<file path="src/rtl/uart_dbg_pkg.sv">
// Shared types and protocol constants for the UART debug responder.
package uart_dbg_pkg;

   typedef enum logic [3:0] {
      StIdle,
      StAddr,
      StLen,
      StWdata,
      StChk,
      StMemReq,
      StMemWait,
      StTxData,
      StTxResp
   } state_e;

   localparam logic [7:0] CmdWrite = 8'h57;
   localparam logic [7:0] CmdRead  = 8'h52;
   localparam logic [7:0] RespAck  = 8'h06;
   localparam logic [7:0] RespNak  = 8'h15;

   function automatic logic accepts_rx(state_e s);
      return s inside {StIdle, StAddr, StLen, StWdata, StChk};
   endfunction

endpackage

</file>
<file path="src/rtl/uart_dbg_timeout.sv">
// Inter-byte idle counter: expires after Cycles consecutive ticks without a load.
module uart_dbg_timeout #(
   parameter int unsigned Cycles = 1000000
) (
   input  logic clk_i,
   input  logic rst_ni,
   input  logic load_i,
   input  logic tick_i,
   output logic expired_o
);

   if (Cycles == 0) begin : g_off
      assign expired_o = 1'b0;
   end else begin : g_on
      localparam int unsigned W = (Cycles > 1) ? $clog2(Cycles) : 1;
      localparam logic [W-1:0] Last = W'(Cycles - 1);

      logic [W-1:0] cnt_q, cnt_d;

      always_comb begin
         cnt_d = cnt_q;
         if (load_i) begin
            cnt_d = '0;
         end else if (tick_i && (cnt_q != Last)) begin
            cnt_d = cnt_q + W'(1);
         end
      end

      always_ff @(posedge clk_i or negedge rst_ni) begin
         if (!rst_ni) begin
            cnt_q <= '0;
         end else begin
            cnt_q <= cnt_d;
         end
      end

      assign expired_o = tick_i && !load_i && (cnt_q == Last);
   end

endmodule

</file>
<file path="src/rtl/uart_dbg_responder.sv">
// Byte-stream debug responder: 'W'/'R' commands turned into 32-bit memory accesses.
// Optional trailing XOR checksum byte when UART_DBG_CHKSUM_EN is defined.
module uart_dbg_responder
   import uart_dbg_pkg::*;
#(
   parameter int unsigned AddrWidth     = 64,
   parameter int unsigned TimeoutCycles = 1000000
) (
   input  logic                 clk_i,
   input  logic                 rst_ni,
   input  logic [7:0]           rx_data_i,
   input  logic                 rx_valid_i,
   output logic                 rx_ready_o,
   output logic [7:0]           tx_data_o,
   output logic                 tx_valid_o,
   input  logic                 tx_ready_i,
   output logic                 mem_req_o,
   input  logic                 mem_gnt_i,
   output logic [AddrWidth-1:0] mem_addr_o,
   output logic                 mem_we_o,
   output logic [3:0]           mem_be_o,
   output logic [31:0]          mem_wdata_o,
   input  logic                 mem_rvalid_i,
   input  logic [31:0]          mem_rdata_i,
   input  logic                 mem_err_i,
   output logic                 busy_o
);

   localparam int unsigned AddrBytes    = AddrWidth / 8;
   localparam logic [7:0]  LastAddrByte = 8'(AddrBytes - 1);

`ifdef UART_DBG_CHKSUM_EN
   localparam state_e AfterLenRd  = StChk;
   localparam state_e AfterLastWr = StChk;
`else
   localparam state_e AfterLenRd  = StMemReq;
   localparam state_e AfterLastWr = StTxResp;
`endif

   state_e               state_q, state_d;
   logic [AddrWidth-1:0] addr_q, addr_d;
   logic [31:0]          wdata_q, wdata_d, rdata_q, rdata_d;
   logic [7:0]           byte_cnt_q, byte_cnt_d, len_q, len_d, tx_data_q, tx_data_d;
   logic                 is_write_q, is_write_d, err_q, err_d;
   logic                 in_rx_state, rx_fire, tick, load, expired;
`ifdef UART_DBG_CHKSUM_EN
   logic [7:0]           chk_q, chk_d;
`endif

   assign in_rx_state = accepts_rx(state_q);
   // Gated by reset so the host never sees ready while the block is held in reset.
   assign rx_ready_o  = rst_ni & in_rx_state;
   assign rx_fire     = rx_valid_i & rx_ready_o;
   assign tx_valid_o  = (state_q == StTxData) || (state_q == StTxResp);
   assign tx_data_o   = tx_data_q;
   assign mem_req_o   = (state_q == StMemReq);
   assign mem_we_o    = mem_req_o & is_write_q;
   assign mem_addr_o  = addr_q;
   assign mem_wdata_o = wdata_q;
   assign mem_be_o    = 4'hF;
   assign busy_o      = (state_q != StIdle);

   assign tick = in_rx_state && (state_q != StIdle) && !rx_fire;
   assign load = !tick;

   uart_dbg_timeout #(
      .Cycles(TimeoutCycles)
   ) u_timeout (
      .clk_i    (clk_i),
      .rst_ni   (rst_ni),
      .load_i   (load),
      .tick_i   (tick),
      .expired_o(expired)
   );

   always_comb begin
      state_d    = state_q;
      addr_d     = addr_q;
      wdata_d    = wdata_q;
      rdata_d    = rdata_q;
      byte_cnt_d = byte_cnt_q;
      len_d      = len_q;
      tx_data_d  = tx_data_q;
      is_write_d = is_write_q;
      err_d      = err_q;

      unique case (state_q)
         StIdle: begin
            if (rx_fire) begin
               byte_cnt_d = '0;
               err_d      = 1'b0;
               if ((rx_data_i == CmdWrite) || (rx_data_i == CmdRead)) begin
                  is_write_d = (rx_data_i == CmdWrite);
                  state_d    = StAddr;
               end else begin
                  err_d   = 1'b1;
                  state_d = StTxResp;
               end
            end
         end
         StAddr: begin
            if (rx_fire) begin
               // Little-endian: shift in from the top so the first byte lands at [7:0].
               addr_d = {rx_data_i, addr_q[AddrWidth-1:8]};
               if (byte_cnt_q == LastAddrByte) begin
                  byte_cnt_d = '0;
                  state_d    = StLen;
               end else begin
                  byte_cnt_d = byte_cnt_q + 8'd1;
               end
            end
         end
         StLen: begin
            if (rx_fire) begin
               len_d   = rx_data_i;
               state_d = is_write_q ? StWdata : AfterLenRd;
            end
         end
         StWdata: begin
            if (rx_fire) begin
               wdata_d = {rx_data_i, wdata_q[31:8]};
               if (byte_cnt_q == 8'd3) begin
                  byte_cnt_d = '0;
                  state_d    = StMemReq;
               end else begin
                  byte_cnt_d = byte_cnt_q + 8'd1;
               end
            end
         end
         StChk: begin
`ifdef UART_DBG_CHKSUM_EN
            if (rx_fire) begin
               if (rx_data_i != chk_q) begin
                  err_d = 1'b1;
               end
               state_d = is_write_q ? StTxResp : StMemReq;
            end
`else
            state_d = StIdle;
`endif
         end
         StMemReq: begin
            if (mem_gnt_i) begin
               state_d = StMemWait;
            end
         end
         StMemWait: begin
            if (mem_rvalid_i) begin
               addr_d = addr_q + AddrWidth'(4);
               if (mem_err_i) begin
                  err_d = 1'b1;
               end
               if (is_write_q) begin
                  if (len_q == 8'd0) begin
                     state_d = AfterLastWr;
                  end else begin
                     len_d   = len_q - 8'd1;
                     state_d = StWdata;
                  end
               end else begin
                  rdata_d    = mem_err_i ? 32'h0 : mem_rdata_i;
                  tx_data_d  = mem_err_i ? 8'h00 : mem_rdata_i[7:0];
                  byte_cnt_d = '0;
                  state_d    = StTxData;
               end
            end
         end
         StTxData: begin
            if (tx_ready_i) begin
               if (byte_cnt_q == 8'd3) begin
                  byte_cnt_d = '0;
                  if (len_q == 8'd0) begin
                     state_d = StTxResp;
                  end else begin
                     len_d   = len_q - 8'd1;
                     state_d = StMemReq;
                  end
               end else begin
                  byte_cnt_d = byte_cnt_q + 8'd1;
                  rdata_d    = rdata_q >> 8;
                  tx_data_d  = rdata_q[15:8];
               end
            end
         end
         StTxResp: begin
            if (tx_ready_i) begin
               err_d   = 1'b0;
               state_d = StIdle;
            end
         end
         default: state_d = StIdle;
      endcase

      if (expired) begin
         state_d = StIdle;
      end

      // Reply byte is latched on entry so it stays stable while stalled.
      if ((state_d == StTxResp) && (state_q != StTxResp)) begin
         tx_data_d = err_d ? RespNak : RespAck;
      end
   end

`ifdef UART_DBG_CHKSUM_EN
   always_comb begin
      chk_d = chk_q;
      if (state_q == StIdle) begin
         chk_d = 8'h00;
      end else if (rx_fire && (state_q != StChk)) begin
         chk_d = chk_q ^ rx_data_i;
      end
   end

   always_ff @(posedge clk_i or negedge rst_ni) begin
      if (!rst_ni) begin
         chk_q <= 8'h00;
      end else begin
         chk_q <= chk_d;
      end
   end
`endif

   always_ff @(posedge clk_i or negedge rst_ni) begin
      if (!rst_ni) begin
         state_q    <= StIdle;
         addr_q     <= '0;
         wdata_q    <= '0;
         rdata_q    <= '0;
         byte_cnt_q <= '0;
         len_q      <= '0;
         tx_data_q  <= '0;
         is_write_q <= 1'b0;
         err_q      <= 1'b0;
      end else begin
         state_q    <= state_d;
         addr_q     <= addr_d;
         wdata_q    <= wdata_d;
         rdata_q    <= rdata_d;
         byte_cnt_q <= byte_cnt_d;
         len_q      <= len_d;
         tx_data_q  <= tx_data_d;
         is_write_q <= is_write_d;
         err_q      <= err_d;
      end
   end

endmodule

</file>
<file path="config.mk">
export PLATFORM = sky130hd
export DESIGN_NAME = uart_dbg_responder
export DESIGN_NICKNAME = d
export VERILOG_FILES = /design/src/rtl/uart_dbg_pkg.sv /design/src/rtl/uart_dbg_timeout.sv /design/src/rtl/uart_dbg_responder.sv
export SDC_FILE = /design/constraint.sdc
export NUM_CORES = 1
export LEC_CHECK = 0
export ABC_CLOCK_PERIOD_IN_PS = 2900
export CORE_MARGIN = 2
export CORE_UTILIZATION = 35
export CTS_CLUSTER_SIZE = 14
export DETAILED_ROUTE_END_ITERATION = 8
export PLACE_DENSITY_LB_ADDON = 0.2
export SLEW_MARGIN = 20
export SYNTH_ARGS = -nofsm -noshare
export SYNTH_HDL_FRONTEND = slang
export SYNTH_SLANG_ARGS = --single-unit
</file>
<file path="constraint.sdc">
create_clock -name clk_i -period 2.9 [get_ports clk_i]
set_clock_uncertainty 0.05 [all_clocks]
set_input_delay 0.725 -clock clk_i [delete_from_list [all_inputs] [get_ports clk_i]]
set_output_delay 0.725 -clock clk_i [all_outputs]
set_load 0.05 [all_outputs]
</file>
==> impl_metrics.ini <==
[status]
status = finished clean

[worst_setup_path]
cp-start-kind = register
r2r_end = len_q[0]
end_kind = output pin
r2r_cells = 8
worst-setup-path-type = register to output pin
critPathArrivalTime_ns = 2.01
crit_required_ns = 2.12
regToRegStartpoint = byte_cnt_q[0]
crit_family = simple AND/OR/NAND/NOR gates
r2r_setup_slack_ns = 0.17
cp_cell_sequence = buf_4, nor2b_1, nand3_1, nand2_1, buf_12
crit_path_max_incr_delay_ns = 0.47
timing.critical_path.buf_inv = 2
slowest_stage = dfrtp_1
worstPathMaxFanout = 8

[synth]
synthDistinctLibCells = 70
synth_xor_area_share_pct = 1.38
synth-compound-area-share_pct = 18.8
yosysTopAreaCellShare_pct = 44.7
synth_top_family_by_area = simple AND/OR/NAND/NOR gates
synth_area_um2 = 9510
synthCells = 1089
synth-simple-area-share_pct = 24.9
muxShareOfSynthArea_pct = 5.44
synthArstFlopShare_pct = 100
synth_area_leader_cell = dfrtp_1
synth-main-ff-cell = dfrtp_1
synthAdderAreaFrac_pct = 0.658
synth_warnings = 0
synth.avg_cell_area_um2 = 8.74
seq_area_frac_synth_pct = 44.7
synth_edf_count = 0
synth_seq_cells = 170
synth.area.top_cells = dfrtp_1 (45%), nand2_1 (6.4%), a21oi_1 (5.2%)

[cts]
clock_path_buffers = 2
cts_tree = built
cts_sinks = 170
htreeDepth = 4
postCtsHoldBufs = 0
cts_root_buffer = clkbuf_16
numCtsBuffers = 17
cts.reportedPaths.clkPinSlew_ns = 0.07
clk_latency_ns = 0.44

[global_routing]
grt_max_degree = 61
grt_overflow = 0
grt_usage_pct = 20.3
grt_pass1_wl_mm = 46.4
antenna_found_initial = 0
grt_pass1_vias = 8478

[route]
met3_length_mm = 1.53
wl_met2_mm = 13.7
drtIter0Drc = 827
wl_per_cell_um = 17.9
vias = 8949
wl_mm = 28.7
vias_per_cell = 5.59
first_pass_iters = 7
highest_layer = met4
drc = 0
antenna_left = 0
wl_met1_mm = 13.1

[power]
powerDensity_nw_per_um2 = 664
ir_drop_mv = 0.271
p_total_mw = 8.20
p_leak_nw = 5.10

[layout]
final_nets = 1299
final_util_pct = 46.1
antenna_cells = 0
drive_gt1_share_pct = 11.3
final_cell_mix = dfrtp_1 (170), nand2_1 (161), clkdlybuf4s50_1 (149), a21oi_1 (99), nor2_1 (79)
final_area_um2 = 12400
final_common_cell = dfrtp_1
syn_to_final_growth_pct = 29.9

[sta]
rsz0062_at_grt = no
finalMaxSlewViolations = 0
finalCritPeriodShare_pct = 96.1
finalSetupViolCount = 0
hold_viol = 0
slew_headroom_pct = 48.4
fin_ws_ns = 0.113
tightest_slew_ns = 0.775
clock.fmax_ghz = 0.359
timing.setup.tns_ns = 0
period_minus_slack_ns = 2.79

[die]
start_util_pct = 35.5
core_um2 = 26800
die_area_um2 = 28500
rows = 60
ios = 160
die_y_um = 169
die_x_um = 169

[placement]
placedInstanceArea_um2 = 11800
portBuffers = 155
gp_congestion = 0.839
dp_hpwl_mm = 20.0
pre_cts_ws_ns = 0.0574

[job]
cap_violations = 0

[worst_hold_path]
hp-class = input port to async pin
repair_timing:
item                       in CTS  in global routing
setup endpoints to repair       0                  4
setup buffers                   0                  1
gates resized for setup         0                  2
sequential cells by signal, summed over array words and instances, names as in the netlist:
| name | count |
|---|---|
| byte_cnt_q | 8 |
| u_timeout.g_on.cnt_q | 20 |
| err_q | 1 |
| is_write_q | 1 |
| mem_wdata_o | 32 |
| tx_data_o | 8 |
| mem_addr_o | 64 |
| rdata_q | 24 |
| state_q | 4 |
| len_q | 8 |
kinds of logic after synthesis:
kind of cell | Yosys count
multiplexers | 48
flip-flops | 170
adder cells (fa/ha/maj) | 5
AND/OR/NAND/NOR | 468
buffers and inverters | 96
other | 1
AO/OA/AOI/OAI | 286
XOR/XNOR | 15
through the flow:
stage / std cells / hold slack [ns]
global placement: 1568 / 0.401
floorplan: 1092 / 0.379
CTS: 1600 / 0.0450
finish: 1601 / 0.0593
detailed placement: 1568 / 0.406
global route: 1601 / 0.0512
where the power goes:
part           total [mW]  leakage, nW  internal (mW)  switching [mW]
Sequential           3.26         2.28           2.70           0.558
Combinational        2.64         2.54          0.934            1.71
Clock                2.30        0.276           1.15            1.14
layout make-up:
class / instances / area [um2]
Clock buffer: 17 / 425
Clock inverter: 15 / 153
Fill cell: 2580 / 14400
Inverter: 20 / 75.1
Multi-Input combinational cell: 826 / 4900
Sequential cell: 170 / 4250
Tap cell: 341 / 427
Timing Repair Buffer: 212 / 2120
cells in the mapped netlist, types with 8 or more instances:
master	number
nor3_1	26
clkbuf_1	56
nand3_1	56
dfrtp_1	170
mux2i_1	18
nor2_1	79
nand4_1	29
o21ai_0	65
nand2_1	162
xor2_1	11
and3_1	19
mux2_2	30
a32oi_1	16
inv_1	20
a21oi_1	99
o22ai_1	18
nor3b_1	26
nor4_1	12
and4_1	10
o22a_1	8
and2_1	9
a31oi_1	12
or3_1	8
buf_1	9
worst register-to-register path, delay by kind of cell (launching register included):
kind / cells / cell delay [ns]
simple gates: 4 / 1.70
flops: 1 / 0.38
fa+ha+maj: 1 / 0.21
buf+inv: 1 / 0.18
compound gates: 2 / 0.13
per-layer routing:
metal,vias to the layer above,GRT usage (%)
met5,-,0
met4,0,5.96
met3,27,4.14
met2,239,33.2
met1,4370,27.4
li1,4313,-
worst max-delay path by stage:
stage                         startpoint              to  slack (ns)  cells past startpoint
after global routing       byte_cnt_q[0]        len_q[0]       0.004                      8
final                         state_q[2]      tx_valid_o        0.11                      5
after global placement      rx_data_i[1]    tx_data_o[0]        0.07                      7
after detailed placement    rx_data_i[1]    tx_data_o[4]        0.06                      7
after floorplan           mem_addr_o[19]  mem_addr_o[45]        0.27                      8
after CTS                     state_q[1]        mem_we_o       0.008                      4
Note: power is estimated with default switching activity, not from simulation.
